==> src/rtl/rng_pkg.sv <==
// Shared types and constants for the LFSR random source: FSM states,
// known maximal-length Galois tap masks and the draw-attempt counter width.
package rng_pkg;

    typedef enum logic {
        IDLE = 1'b0,
        DRAW = 1'b1
    } state_t;

    // Right-shifting Galois masks giving period 2^W-1
    localparam logic [7:0]  TAPS_8  = 8'hB8;
    localparam logic [15:0] TAPS_16 = 16'hB400;
    localparam logic [31:0] TAPS_32 = 32'h8020_0003;

    // One spare bit so the counter can hold MAX_TRIES itself
    function automatic int tries_w(input int max_tries);
        return $clog2(max_tries) + 1;
    endfunction

endpackage

==> src/rtl/lfsr_core.sv <==
// Free-running Galois LFSR with a seed-load port. Steps every edge; a zero
// seed is forced to 1 so the lock-up state can never be entered.
module lfsr_core
    import rng_pkg::*;
#(
    parameter int                LFSR_W = 16,
    parameter logic [LFSR_W-1:0] TAPS   = TAPS_16,
    parameter logic [LFSR_W-1:0] SEED   = 16'h0001
) (
    input  logic              clk,
    input  logic              resetn,
    input  logic              load,
    input  logic [LFSR_W-1:0] load_val,
    output logic [LFSR_W-1:0] state
);

    logic [LFSR_W-1:0] step;

    assign step = (state >> 1) ^ (state[0] ? TAPS : '0);

    always_ff @(posedge clk or negedge resetn) begin
        if (!resetn)
            state <= SEED;
        else if (load)
            state <= (load_val == '0) ? LFSR_W'(1) : load_val;
        else
            state <= step;
    end

endmodule

==> src/rtl/lfsr_random_gen.sv <==
// Request/valid random number source: draws LFSR candidates, rejects those
// out of range (or repeating the last draw), and falls back after MAX_TRIES.
module lfsr_random_gen
    import rng_pkg::*;
#(
    parameter int                LFSR_W    = 16,
    parameter logic [LFSR_W-1:0] TAPS      = 16'hB400,
    parameter logic [LFSR_W-1:0] SEED      = 16'h0001,
    parameter int                OUT_W     = 10,
    parameter int                RANGE     = 1000,
    parameter int                NO_REPEAT = 1,
    parameter int                MAX_TRIES = 8
) (
    input  logic              clk,
    input  logic              resetn,
    input  logic              seed_load,
    input  logic [LFSR_W-1:0] seed_val,
    input  logic              req,
    output logic              busy,
    output logic              valid,
    output logic [OUT_W-1:0]  randnum
);

    localparam int TW = tries_w(MAX_TRIES);
    // One extra bit so RANGE == 2^OUT_W is representable
    localparam logic [OUT_W:0]  RANGE_C  = (OUT_W+1)'(RANGE);
    localparam logic [OUT_W:0]  LAST_VAL = RANGE_C - 1'b1;
    localparam logic [TW-1:0]   LAST_TRY = TW'(MAX_TRIES - 1);

    logic [LFSR_W-1:0] lfsr;
    logic [OUT_W-1:0]  cand;
    logic [OUT_W-1:0]  fallback;
    logic              accept;

    state_t            state_q, state_d;
    logic [TW-1:0]     tries_q, tries_d;
    logic              busy_d, valid_d, have_last_q, have_last_d;
    logic [OUT_W-1:0]  randnum_d;

    lfsr_core #(
        .LFSR_W (LFSR_W),
        .TAPS   (TAPS),
        .SEED   (SEED)
    ) u_core (
        .clk      (clk),
        .resetn   (resetn),
        .load     (seed_load),
        .load_val (seed_val),
        .state    (lfsr)
    );

    assign cand = lfsr[OUT_W-1:0];

    generate
        if (OUT_W < LFSR_W) begin : g_unused_hi
            logic unused_lfsr_hi;
            assign unused_lfsr_hi = ^lfsr[LFSR_W-1:OUT_W];
        end
    endgenerate

    assign accept = ({1'b0, cand} < RANGE_C) &&
                    !((NO_REPEAT != 0) && have_last_q && (cand == randnum));

    // Stepping past the last draw stays in range and differs from it
    assign fallback = ({1'b0, randnum} == LAST_VAL) ? '0 : randnum + OUT_W'(1);

    always_comb begin
        state_d     = state_q;
        tries_d     = tries_q;
        busy_d      = busy;
        valid_d     = 1'b0;
        randnum_d   = randnum;
        have_last_d = have_last_q;
        case (state_q)
            IDLE: begin
                if (req) begin
                    state_d = DRAW;
                    busy_d  = 1'b1;
                    tries_d = '0;
                end
            end
            DRAW: begin
                tries_d = tries_q + TW'(1);
                if (accept || (tries_q == LAST_TRY)) begin
                    randnum_d   = accept ? cand : fallback;
                    valid_d     = 1'b1;
                    have_last_d = 1'b1;
                    busy_d      = 1'b0;
                    state_d     = IDLE;
                end
            end
            default: state_d = IDLE;
        endcase
    end

    always_ff @(posedge clk or negedge resetn) begin
        if (!resetn) begin
            state_q     <= IDLE;
            tries_q     <= '0;
            busy        <= 1'b0;
            valid       <= 1'b0;
            randnum     <= '0;
            have_last_q <= 1'b0;
        end else begin
            state_q     <= state_d;
            tries_q     <= tries_d;
            busy        <= busy_d;
            valid       <= valid_d;
            randnum     <= randnum_d;
            have_last_q <= have_last_d;
        end
    end

endmodule

==> config.mk <==
export PLATFORM = sky130hd
export DESIGN_NAME = lfsr_random_gen
export DESIGN_NICKNAME = d
export VERILOG_FILES = /design/src/rtl/rng_pkg.sv /design/src/rtl/lfsr_core.sv /design/src/rtl/lfsr_random_gen.sv
export SDC_FILE = /design/constraint.sdc
export NUM_CORES = 1
export LEC_CHECK = 0
export ABC_AREA = 1
export CORE_MARGIN = 2
export CORE_UTILIZATION = 30
export DETAILED_ROUTE_END_ITERATION = 8
export PLACE_DENSITY_LB_ADDON = 0.05
export SYNTH_ARGS = -nofsm -noshare
export SYNTH_HDL_FRONTEND = slang
export SYNTH_SLANG_ARGS = --single-unit
==> constraint.sdc <==
create_clock -name clk -period 1.6 [get_ports clk]
set_input_delay 0.32 -clock clk [delete_from_list [all_inputs] [get_ports clk]]
set_output_delay 0.32 -clock clk [all_outputs]
set_load 0.02 [all_outputs]
After elaboration in Yosys (flattened, before gate mapping):

Cells that the tools add are included.

* add/sub/neg operators: 2
* order comparisons: 1
* equality and inequality tests: 5
* mux-type cells: 15
* bitwise operators: 2
* reductions and logical operators: 7

Operator list (count)
* 16-bit two-way mux: 3
* 10-bit two-way mux: 2
* 16-bit zero test: 1
* 15-bit by 16-bit bitwise XOR with 16-bit output: 1
* 10-bit by 1-bit adder with 10-bit output, second input constant: 1
* 10-bit == test: 1
* 10-bit == test, second input constant: 1
* 10-bit < comparator, second input constant: 1
* 4-bit one-hot mux with 2 select lines: 1
* 1-bit two-way mux: 6
* 4-bit by 1-bit adder with 4-bit output, second input constant: 1
* 4-bit by 3-bit == test with 1-bit output, second input constant: 1
* 4-bit two-way mux: 1
* 1-bit one-hot mux with 2 select lines: 2
* 2-bit AND reduction: 2
* 1-bit logical AND: 2
* 2-bit by 1-bit inequality test with 1-bit output, second input constant: 1
* 2-bit inequality test, second input constant: 1
* 1-bit zero test: 1
* 1-bit logical OR: 1
* 1-bit NOT: 1

* register bits: 34
* input bits: 20
* output and inout bits: 12
* logic and storage cells: 39

Depth between registers and ports, before layout:

Gate-level depths: netlist of the first run.

* depth in word-level cells: 7
* gate-level depth with buffers: 13
* gate-level depth less buffers: 12

Cells and area by module:

A second synthesis of the first run with hierarchy kept.

* cell total of the unflattened synthesis: 286
* area total of the unflattened synthesis: 1991.9 sq um

Modules (own cells, without submodules)
* lfsr_random_gen: times used 1, cells each 203, area each 1306.3 sq um, seq. area each 450.4 sq um
* lfsr_core: times used 1, cells each 83, area each 685.7 sq um, seq. area each 401.6 sq um

Least setup slack after synthesis of the first run:

No wires, ideal clock.

* path type: register -> register
* start point: register randnum[1]
* end point: register randnum[6]
* setup time: 66 ps
* data arrival time: 1493 ps
* setup slack: 41 ps
* cell stages (with the launch flop): 11
* period minus slack after synthesis: 1559 ps
* cells stage by stage: dfrtp_1 > ha_1 > nand2_1 > nor2_1 > nand3_1 > xor2_1 > nor2_1 > nand2_1 > nand2_1 > nand2_1 > nand2_1

* cells in the longest elaborated chain, start to end: 6
* elaborated cells on any way between the ends: 10
* those cells by class: add/sub: 1; eq/ne: 2; mux: 2; reduce/logical: 5

Ends and longest elaborated chain
* start: declaration: line lfsr_random_gen.sv:21 `output logic [OUT_W-1:0] randnum`
* start signal: assignment: line lfsr_random_gen.sv:109 `randnum <= randnum_d;`
* parallel branches: the longest is 6 deep, another holds 10-bit by 1-bit adder with 10-bit output

Several ways; the timed one is not identified.
A chain may end at the register's enable or synchronous reset.

Worst setup path after layout of the first run:

* start point: register randnum[6]
* end point: register randnum[5]

* cells in the longest elaborated chain, start to end: 6
* elaborated cells on any way between the ends: 9
* those cells by class: eq/ne: 2; mux: 2; reduce/logical: 5

Ends and longest elaborated chain
* 10-bit == test: line lfsr_random_gen.sv:62 `!((NO_REPEAT != 0) && have_last_q && (cand == randnum));`
* 1-bit logical AND: line lfsr_random_gen.sv:62
* 1-bit zero test: line lfsr_random_gen.sv:62
* 1-bit logical AND: line lfsr_random_gen.sv:61 `assign accept = ({1'b0, cand} < RANGE_C) &&`
* 1-bit logical OR: line lfsr_random_gen.sv:84 `if (accept || (tries_q == LAST_TRY)) begin`
* 2-bit AND reduction (no source line)

Parallel ways exist; a longest one is shown, timed or not.

==> results of run 1 <==
==> layout by cell type (no fill, tap or decap), types with 2 or more instances in the layout <==
| cell type | synthesis | routed |
|---|---|---|
| nand3_4 | 1 | 2 |
| dfrtp_1 | 33 | 29 |
| o21ai_0 | 12 | 12 |
| clkdlybuf4s50_1 | 0 | 20 |
| dfrtp_2 | 0 | 4 |
| buf_12 | 0 | 2 |
| nand3_2 | 1 | 5 |
| nand4_1 | 4 | 4 |
| a21oi_1 | 2 | 2 |
| buf_6 | 2 | 3 |
| dlygate4sd2_1 | 0 | 9 |
| xor2_1 | 7 | 7 |
| nor2_1 | 15 | 12 |
| clkbuf_8 | 0 | 6 |
| nand2_1 | 115 | 112 |
| inv_2 | 3 | 5 |
| nand2_4 | 1 | 2 |
| nand3_1 | 27 | 22 |
| buf_4 | 2 | 32 |
| nor4_1 | 4 | 4 |
| inv_1 | 30 | 28 |
| nor2_2 | 4 | 6 |
| nor2_4 | 1 | 2 |
| nand2_2 | 1 | 3 |
| or2_2 | 2 | 2 |
==> worst max-delay path: stages (launching register included) <==
cell	delay, ns
dfrtp_1	0.41
buf_6	0.13
inv_2	0.03
nand2_1	0.04
nand2_1	0.05
nand2_1	0.06
nor2_2	0.15
nand3_4	0.15
nand3_4	0.19
buf_8	0.16
nand3_1	0.07
nand2_1	0.07
==> metrics by stage <==
stage | total power, µW | util, % | std cells | hold WS (ns) | worst slack (ns)
global placement | 3350 | 39.5 | 418 | 0.427 | 0.0344
detailed placement | 3330 | 39.5 | 418 | 0.433 | -0.000635
CTS | 3940 | 40.8 | 427 | 0.411 | 0.0118
global route | 4460 | 43.4 | 433 | 0.406 | -0.0854
floorplan | 2430 | - | 285 | 0.0244 | 0.0412
finish | 4110 | 43.4 | 433 | 0.404 | 0.0353
==> metal layers <==
metal	share of wire, %	up-vias	routed length (µm)
met5	0	-	0
met3	3.7	6	203
met1	49	885	2710
met4	1.2	0	69
met2	46	43	2560
li1	-	1031	-
==> layout make-up <==
class                           instances  area (µm²)
Clock inverter                          1        5.00
Multi-Input combinational cell        209        1100
Tap cell                               80         100
Fill cell                             717        3780
Sequential cell                        34         857
Clock buffer                            7        86.3
Inverter                               33         124
Timing Repair Buffer                   69         626
==> flip-flops by register name (all words and copies together), names as in the netlist <==
register      count
randnum          10
u_core.state     16
tries_q           4
busy              1
valid             1
have_last_q       1
state_q           1
==> path summary, 6_finish.rpt <==
check	from	to	slack (ns)
worst max-delay path	randnum[6]	randnum[5]	0.04
max in group asynchronous	resetn	u_core.state[0]	0.95
worst max register to register	randnum[6]	randnum[5]	0.04
worst min register to register	u_core.state[15]	u_core.state[14]	0.44
worst min-delay path	resetn	randnum[9]	0.40
min in group clk	u_core.state[15]	u_core.state[14]	0.44
==> logic make-up (layout without fill, tap and decap cells) <==
logic type                 count (synthesis)  after routing  synth area share, %
DFF                                       34             34                 41.9
buffers and inverters                     43            110                 9.16
adders and majority gates                  2              2                 1.23
xor gates and xnor gates                   8              8                 3.44
AOI/OAI and AO/OA                         18             18                 5.22
and+or+nand+nor                          180            181                 39.1
==> power groups by stage <==
stage	Combinational (µW)	Sequential [µW]	Clock, µW
floorplan	927	1500	0
global placement	2020	1330	0
detailed placement	2010	1330	0
CTS	1950	1310	687
global route	2380	1350	722
finish	2140	1310	662
==> timing repair <==
| action | 4_1_cts | 5_1_grt |
|---|---|---|
| endpoints found under the hold margin | 0 | 0 |
| gates resized for setup | 11 | 32 |
| cloned | 0 | 1 |
| pin swaps | 0 | 11 |
| buffers inserted | 1 | 5 |
| endpoints found under the setup margin | 13 | 13 |
==> flow_summary_export.csv, run 1 <==
group,metric,value,unit
sta,setup_viol,0,
cts,cts_max_level,2,
grt,grt_pass1_wl,9230,µm
grt,grt_use_total,15.8,%
yosys,syn_area_per_cell,7.14,µm²
drt,dr.pass1.iters,4,
yosys,yosys.area.top_type_share,40.6,%
grt,antenna_found_initial,0,
sta,worstMarginPinSlew,0.300,ns
drt,routed_via_density,4.54,
sta,post-route-period-util,97.8,%
power,powerDensity,1420,mW/mm²
layout,final_nets,374,
floorplan,die_y,86.4,µm
yosys,synth.most_common_cell,"nand2_1",
drt,detail_route.wl_per_cell,12.8,µm
grt,gr-usage-met3,2.76,%
yosys,async_flop_share,100,%
yosys,synth_area_leaders,"dfrtp_1, nand2_1, nand3_1",
yosys,ys_ff_latch,34,
drt,ant_nets,0,
layout,area_growth,42.3,%
layout,drive_above_1_share,23.5,%
power,comb_power_share,51.9,%
cts,cts_root_buf,"clkbuf_8",
grt,gr-usage-met2,24.9,%
placed_design,place_area,0.00264,mm²
sta,min_period,1.56,ns
grt,grt_pass1_vias,1887,
worst_setup_path,cp-end-kind,"flop",
grt,grt_busiest_layer,"met2",
sta,relSlewSlack,79.8,%
cts,cts_hold_buffers,0,
yosys,synth_enable_flop_cells,0,
yosys,synth_top_area_cell,"dfrtp_1",
floorplan,die_x,86.4,µm
yosys,synth_cell_type_count,33,
drt,wl,5540,µm
yosys,synth_ff_type,"dfrtp_1",
floorplan,start_util,30.5,%
worst_setup_path,path_class,"flop to flop",
drt,vias,1965,
sta,drv_slew,0,
cts,cts_buffers,5,
placed_design,place_hpwl,4240,µm
power,power_frac_seq,32.0,%
layout,antennaDiodeCount,0,
sta,fmax,0.639,GHz
cts,clk_latency,0.28,ns
floorplan,pin_count,32,
min_path,hp-class,"primary input to asynchronous set/reset pin",
grt,grt-ovfl-total,0,
placed_design,gp_congestion,0.836,
sta,hold_violations,0,
layout,design_area,0.00290,mm²
yosys,yosysWarnings,0,
sta,rsz0062_at_grt,"yes",
worst_setup_path,cp.required,1.82,ns
yosys,syn_area,0.00204,mm²
yosys,synthesis.nets,307,
sta,tns,0,ns
floorplan,rows,30,
floorplan,core_region_area,0.00668,mm²
power,switching_power,1730,µW
grt,grt_max_degree,35,
sta,skew,0.00519,ns
power,p_sw_share,42.1,%
cts,clkTransAtPathRegs,0.07,ns
drt,drtIter0Drc,81,
power,internal_power,2380,µW
grt,grt_util_met1,22.4,%
yosys,seq_area_frac_synth,41.9,%
worst_setup_path,critPathMaxFanout,8,
power,pwr-share-clk,16.1,%
yosys,syn_inst,285,
cts,clkSinkCount,34,
worst_setup_path,critPathLaunchType,"flop",
run_status,status,"finished, final reports clean",
floorplan,dieArea,0.00746,mm²
worst_setup_path,ff2ff_path_depth,11,
power,p_leak,0.00150,µW
placed_design,io_buffers,31,
power,vdd_drop_max,0.573,mV
cts,cts_tree,"yes",
job,cap_viol_max_count,0,
yosys,yosys-top-cells-count,"nand2_1, dfrtp_1, inv_1",
worst_setup_path,worstPathArrival,1.79,ns
drt,drc,0,
cts,clockBufferDepth,2,
Power figures use the tool's default switching activity.
==> run 2: changes to the inputs <==
- clock period: 1.6 -> 1.7 ns (I/O delays scaled with it)
==> run 2 against run 1 <==
  * Die area did not move
  * First-iteration DRC count fell by 2.5%
  * Cell area fell by 6.7%
  * Register-to-register slack improved by 0.09 ns
  * Worst hold slack improved by 0.015 ns
  * Clock power fell by 4.4%
  * Global-route usage fell by 0.17 points
  * Highest routed layer unchanged
  * Clock skew barely moved
  * Largest power group unchanged
  * Via count fell by 4.4%
  * Setup slack improved by 0.083 ns
  * Utilization fell by 2.9 points
  * Routed wire length fell by 2.8%
==> flow_summary_export.csv, run 2 (same netlist as run 1, synthesis figures left out) <==
group,metric,value,unit
drt,routed_via_density,4.48,
layout,drive_above_1_share,16.8,%
layout,top_register,"u_core.state",
worst_setup_path,critPathMaxStageDelay,0.61,ns
cts,clockBufferDepth,2,
drt,drc,0,
min_path,hp-class,"primary input to asynchronous set/reset pin",
sta,setup_viol,0,
layout,top_regs,"u_core.state x16, randnum x10, tries_q x4",
drt,ant_nets,0,
floorplan,pin_count,32,
worst_setup_path,crit_path_end,"busy",
sta,relSlewSlack,73.7,%
drt,dr.pass1.iters,4,
sta,drv_slew,0,
worst_setup_path,crit_family,"buffers and inverters",
floorplan,rows,30,
worst_setup_path,regToRegSetupSlack,0.13,ns
worst_setup_path,worstPathArrival,1.24,ns
sta,worstMarginPinSlew,0.394,ns
power,powerDensity,1340,mW/mm²
placed_design,dpl_worst_slack,0.0707,ns
floorplan,core_region_area,0.00668,mm²
worst_setup_path,path_class,"flop to output port",
drt,detail_route.wl_per_cell,12.9,µm
layout,final_cell_mix,"nand2_1, inv_1, dfrtp_1, nand3_1, buf_4",
cts,clkTransAtPathRegs,0.08,ns
worst_setup_path,critPathLaunchType,"flop",
layout,area_growth,32.8,%
power,power,3620,µW
worst_setup_path,cp-end-kind,"output port",
drt,wl,5390,µm
placed_design,gp_congestion,0.842,
grt,grt_pass1_vias,1944,
sta,skew,0.00524,ns
cts,cts_root_buf,"clkbuf_8",
run_status,status,"finished, final reports clean",
layout,stdcell_count,419,
worst_setup_path,critical_path.slowest_cell,"clkdlybuf4s50_1",
layout,final_common_cell,"nand2_1",
grt,grt_max_degree,35,
worst_setup_path,worst-path-stages,1,
floorplan,dieArea,0.00746,mm²
worst_setup_path,ff2ff_path_depth,10,
cts,cts_max_level,2,
worst_setup_path,crit_start,"busy",
cts,clk_latency,0.28,ns
power,p_leak,0.00140,µW
sta,min_period,1.58,ns
floorplan,die_x,86.4,µm
grt,grt_pass1_wl,9180,µm
floorplan,start_util,30.5,%
worst_setup_path,regToRegStartpoint,"randnum[4]",
sta,final.setup.worst_slack,0.118,ns
sta,hold_violations,0,
layout,final_nets,360,
worst_setup_path,cp_num_buf_inv,1,
worst_setup_path,r2r-end,"randnum[0]",
cts,clkSinkCount,34,
layout,postLayoutCoreUtil,40.4,%
layout,largest_reg_flops,16,
sta,fmax,0.632,GHz
job,cap_viol_max_count,0,
worst_setup_path,crit_chain,"clkdlybuf4s50_1",
power,vdd_drop_max,0.642,mV
cts,cts_buffers,5,
drt,vias,1878,
grt,grt_use_total,15.6,%
floorplan,die_y,86.4,µm
placed_design,io_buffers,31,
grt,antenna_found_initial,0,
cts,cts_tree,"yes",
sta,post-route-period-util,93.0,%
sta,tns,0,ns
grt,grt-ovfl-total,0,
placed_design,dpl.cell_count,409,
drt,drtIter0Drc,79,
worst_setup_path,cp.required,1.36,ns
placed_design,place_hpwl,4200,µm
layout,antennaDiodeCount,0,
worst_setup_path,critPathMaxFanout,2,
run 2: through the flow:
stage	instance area (µm²)	hold WS, ns
6_report	2700	0.419
5_1_grt	2700	0.432
4_1_cts	2650	0.429
3_5_place_dp	2570	0.431
3_3_place_gp	2570	0.427
2_1_floorplan	2040	0.0444
run 2: worst min path at each step:
stage                          start          endpoint  slack [ns]
CTS                           resetn        randnum[7]        0.43
finish                        resetn        randnum[9]        0.42
detailed placement  u_core.state[10]   u_core.state[9]        0.43
global route                  resetn        randnum[9]        0.43
floorplan                     resetn              busy        0.04
global placement    u_core.state[15]  u_core.state[14]        0.43
run 2: routing by layer:
layer / global-route usage [%] / wire length [µm] / share of wire [%] / up-vias
met5: 0 / 0 / 0 / -
met4: 5.68 / 64 / 1.2 / 0
li1: - / - / - / 1001
met2: 24.7 / 2370 / 44 / 38
met1: 21.4 / 2750 / 51 / 833
met3: 2.76 / 202 / 3.7 / 6
run 2: layout make-up:
cell class                 count  area, µm²
sequential                    34        857
inverter                      33        124
tap                           80        100
timing repair buffer          56        498
clock inverter                 2       12.5
fill                         736       3980
clock buffer                   6       82.6
multi-input combinational    208       1030
run 2: power by group:
group          internal (µW)  switching [µW]
combinational            722            1010
clock                    326             307
sequential              1030             220
total                   2080            1540
run 2: what timing repair did:
item	in CTS	in global routing
setup buffers	0	2
pin swaps	0	3
setup endpoints to repair	10	10
hold buffers	0	0
gates resized for setup	10	10
==> run 3: changes to the inputs <==
- REMOVE_ABC_BUFFERS: not set -> 1
==> run 3 against run 2 <==
  * Clock skew increased by 0.0038 ns
  * Maximum frequency decreased by 1.3%
  * Clock-buffer cell count is 1 lower
  * Critical path depth is 10 higher
  * Total power up 15%
  * Sequential cell count unchanged
  * Combinational power is 13% higher
  * Sequential power is essentially flat
  * Setup slack worse by 0.021 ns
  * Cell area increased by 6.4%
  * First-iteration DRC count shrank 3.8%
  * Non-clock buffer count grew 12
  * Critical path type is now flop to flop
  * Critical endpoint is now randnum[5]
==> flow_summary_export.csv, run 3 (same netlist as run 1, synthesis figures left out) <==
group,metric,value,unit
worst_setup_path,critPathLaunchType,"flop",
grt,grt_use_total,15.9,%
power,powerDensity,1440,mW/mm²
drt,drtIter0Drc,76,
worst_setup_path,critPathMaxStageDelay,0.42,ns
cts,clockBufferDepth,2,
drt,detail_route.wl_per_cell,13.0,µm
cts,cts_tree,"yes",
sta,drv_slew,0,
drt,drc,0,
sta,skew,0.00904,ns
placed_design,place_hpwl,4280,µm
worst_setup_path,cp.required,1.88,ns
floorplan,dieArea,0.00746,mm²
worst_setup_path,crit_chain,"buf_6 > nand2_2 > nor3_2 > nand2_1 > nor2_4 > buf_4 > nor2_1 > nand2_1 > nand2_1 > nand2_1 > nand2_1",
cts,clkSinkCount,34,
layout,final_common_cell,"nand2_1",
worst_setup_path,path_class,"flop to flop",
sta,worstMarginPinSlew,0.457,ns
floorplan,pin_count,32,
grt,grt_max_degree,35,
power,p_leak,0.00149,µW
layout,final_cell_mix,"nand2_1, buf_4, dfrtp_1, inv_1, nand3_1",
power,vdd_drop_max,0.580,mV
grt,grt_pass1_wl,9170,µm
layout,top_register,"u_core.state",
layout,area_growth,41.3,%
worst_setup_path,critical_path.slowest_cell,"dfrtp_1",
worst_setup_path,cp_num_buf_inv,2,
placed_design,io_buffers,31,
sta,relSlewSlack,69.5,%
floorplan,die_x,86.4,µm
drt,ant_nets,0,
floorplan,die_y,86.4,µm
sta,min_period,1.60,ns
layout,final_nets,373,
min_path,hp-class,"primary input to asynchronous set/reset pin",
sta,post-route-period-util,94.3,%
drt,routed_via_density,4.47,
drt,vias,1933,
worst_setup_path,crit_family,"simple AND/OR/NAND/NOR gates",
power,power,4150,µW
worst_setup_path,cp-end-kind,"flop",
floorplan,core_region_area,0.00668,mm²
sta,setup_viol,0,
cts,clk_latency,0.29,ns
layout,largest_reg_flops,16,
layout,top_regs,"u_core.state x16, randnum x10, tries_q x4",
drt,wl,5630,µm
placed_design,gp_congestion,0.810,
cts,cts_max_level,2,
sta,whs,0.0723,ns
floorplan,rows,30,
cts,clkTransAtPathRegs,0.09,ns
floorplan,start_util,30.5,%
worst_setup_path,crit_top_cell,"nand2_1",
grt,grt_pass1_vias,1925,
cts,cts_root_buf,"clkbuf_8",
worst_setup_path,worstPathArrival,1.79,ns
sta,fmax,0.624,GHz
sta,hold_violations,0,
worst_setup_path,critPathMaxFanout,4,
layout,postLayoutCoreUtil,43.1,%
cts,cts_hold_buffers,0,
grt,grt-ovfl-total,0,
run_status,status,"finished, final reports clean",
drt,dr.pass1.iters,4,
grt,antenna_found_initial,0,
cts,cts_buffers,5,
layout,drive_above_1_share,20.5,%
layout,antennaDiodeCount,0,
job,cap_viol_max_count,0,
## run 3: cell types whose count changed in the layout (fill, tap and decap cells not counted), moves of 3 or more
cell / delta
dfrtp_2: -3
buf_6: +4
dfrtp_1: +3
buf_4: +9
nor2_4: +3
## run 3: worst paths after layout
path	from	endpoint	slack (ns)	cells after the start
worst max register to register	randnum[7]	randnum[5]	0.1	11
worst max-delay path	randnum[7]	randnum[5]	0.1	11
worst min register to register	u_core.state[10]	u_core.state[9]	0.44	2
min in group clk	u_core.state[10]	u_core.state[9]	0.44	2
worst min-delay path	resetn	randnum[7]	0.07	2
max in group asynchronous	resetn	u_core.state[0]	1.28	2
## run 3: report_power, final
group | switching, µW | internal (µW) | leakage (µW) | total [µW]
Combinational | 1100 | 866 | 0.00101 | 1960
Sequential | 225 | 1030 | 0.000414 | 1250
Clock | 351 | 588 | 0.0000683 | 940
Total | 1670 | 2480 | 0.00149 | 4150
## run 3: layout make-up
class | instances | area [µm²]
Sequential cell | 34 | 853
Inverter | 33 | 124
Fill cell | 711 | 3800
Multi-Input combinational cell | 209 | 1070
Clock buffer | 5 | 68.8
Timing Repair Buffer | 68 | 589
Tap cell | 80 | 100
Clock inverter | 3 | 68.8
## run 3: per-stage QoR
stage                     setup TNS, ns  area (µm²)  setup WS [ns]  instances
after floorplan                       0        1970         0.0700        275
after global placement          -0.0267        2630        -0.0267        419
after detailed placement              0        2630         0.0169        419
after CTS                             0        2750        0.00108        427
after global routing           -0.00698        2880       -0.00698        432
final                                 0        2880         0.0972        432
## run 3: timing repair
action	4_1_cts	5_1_grt
pin swaps	0	4
gates cloned	0	1
endpoints found under the setup margin	10	11
buffers inserted	0	4
resized for setup	9	20
## run 3: metal layers
| layer | GRT usage (%) | up-vias | share of wire, % |
|---|---|---|---|
| met5 | 0 | - | 0 |
| met4 | 3.98 | 0 | 0.91 |
| met3 | 2.76 | 6 | 2.2 |
| met2 | 27.9 | 18 | 49 |
| met1 | 20.1 | 881 | 47 |
| li1 | - | 1028 | - |
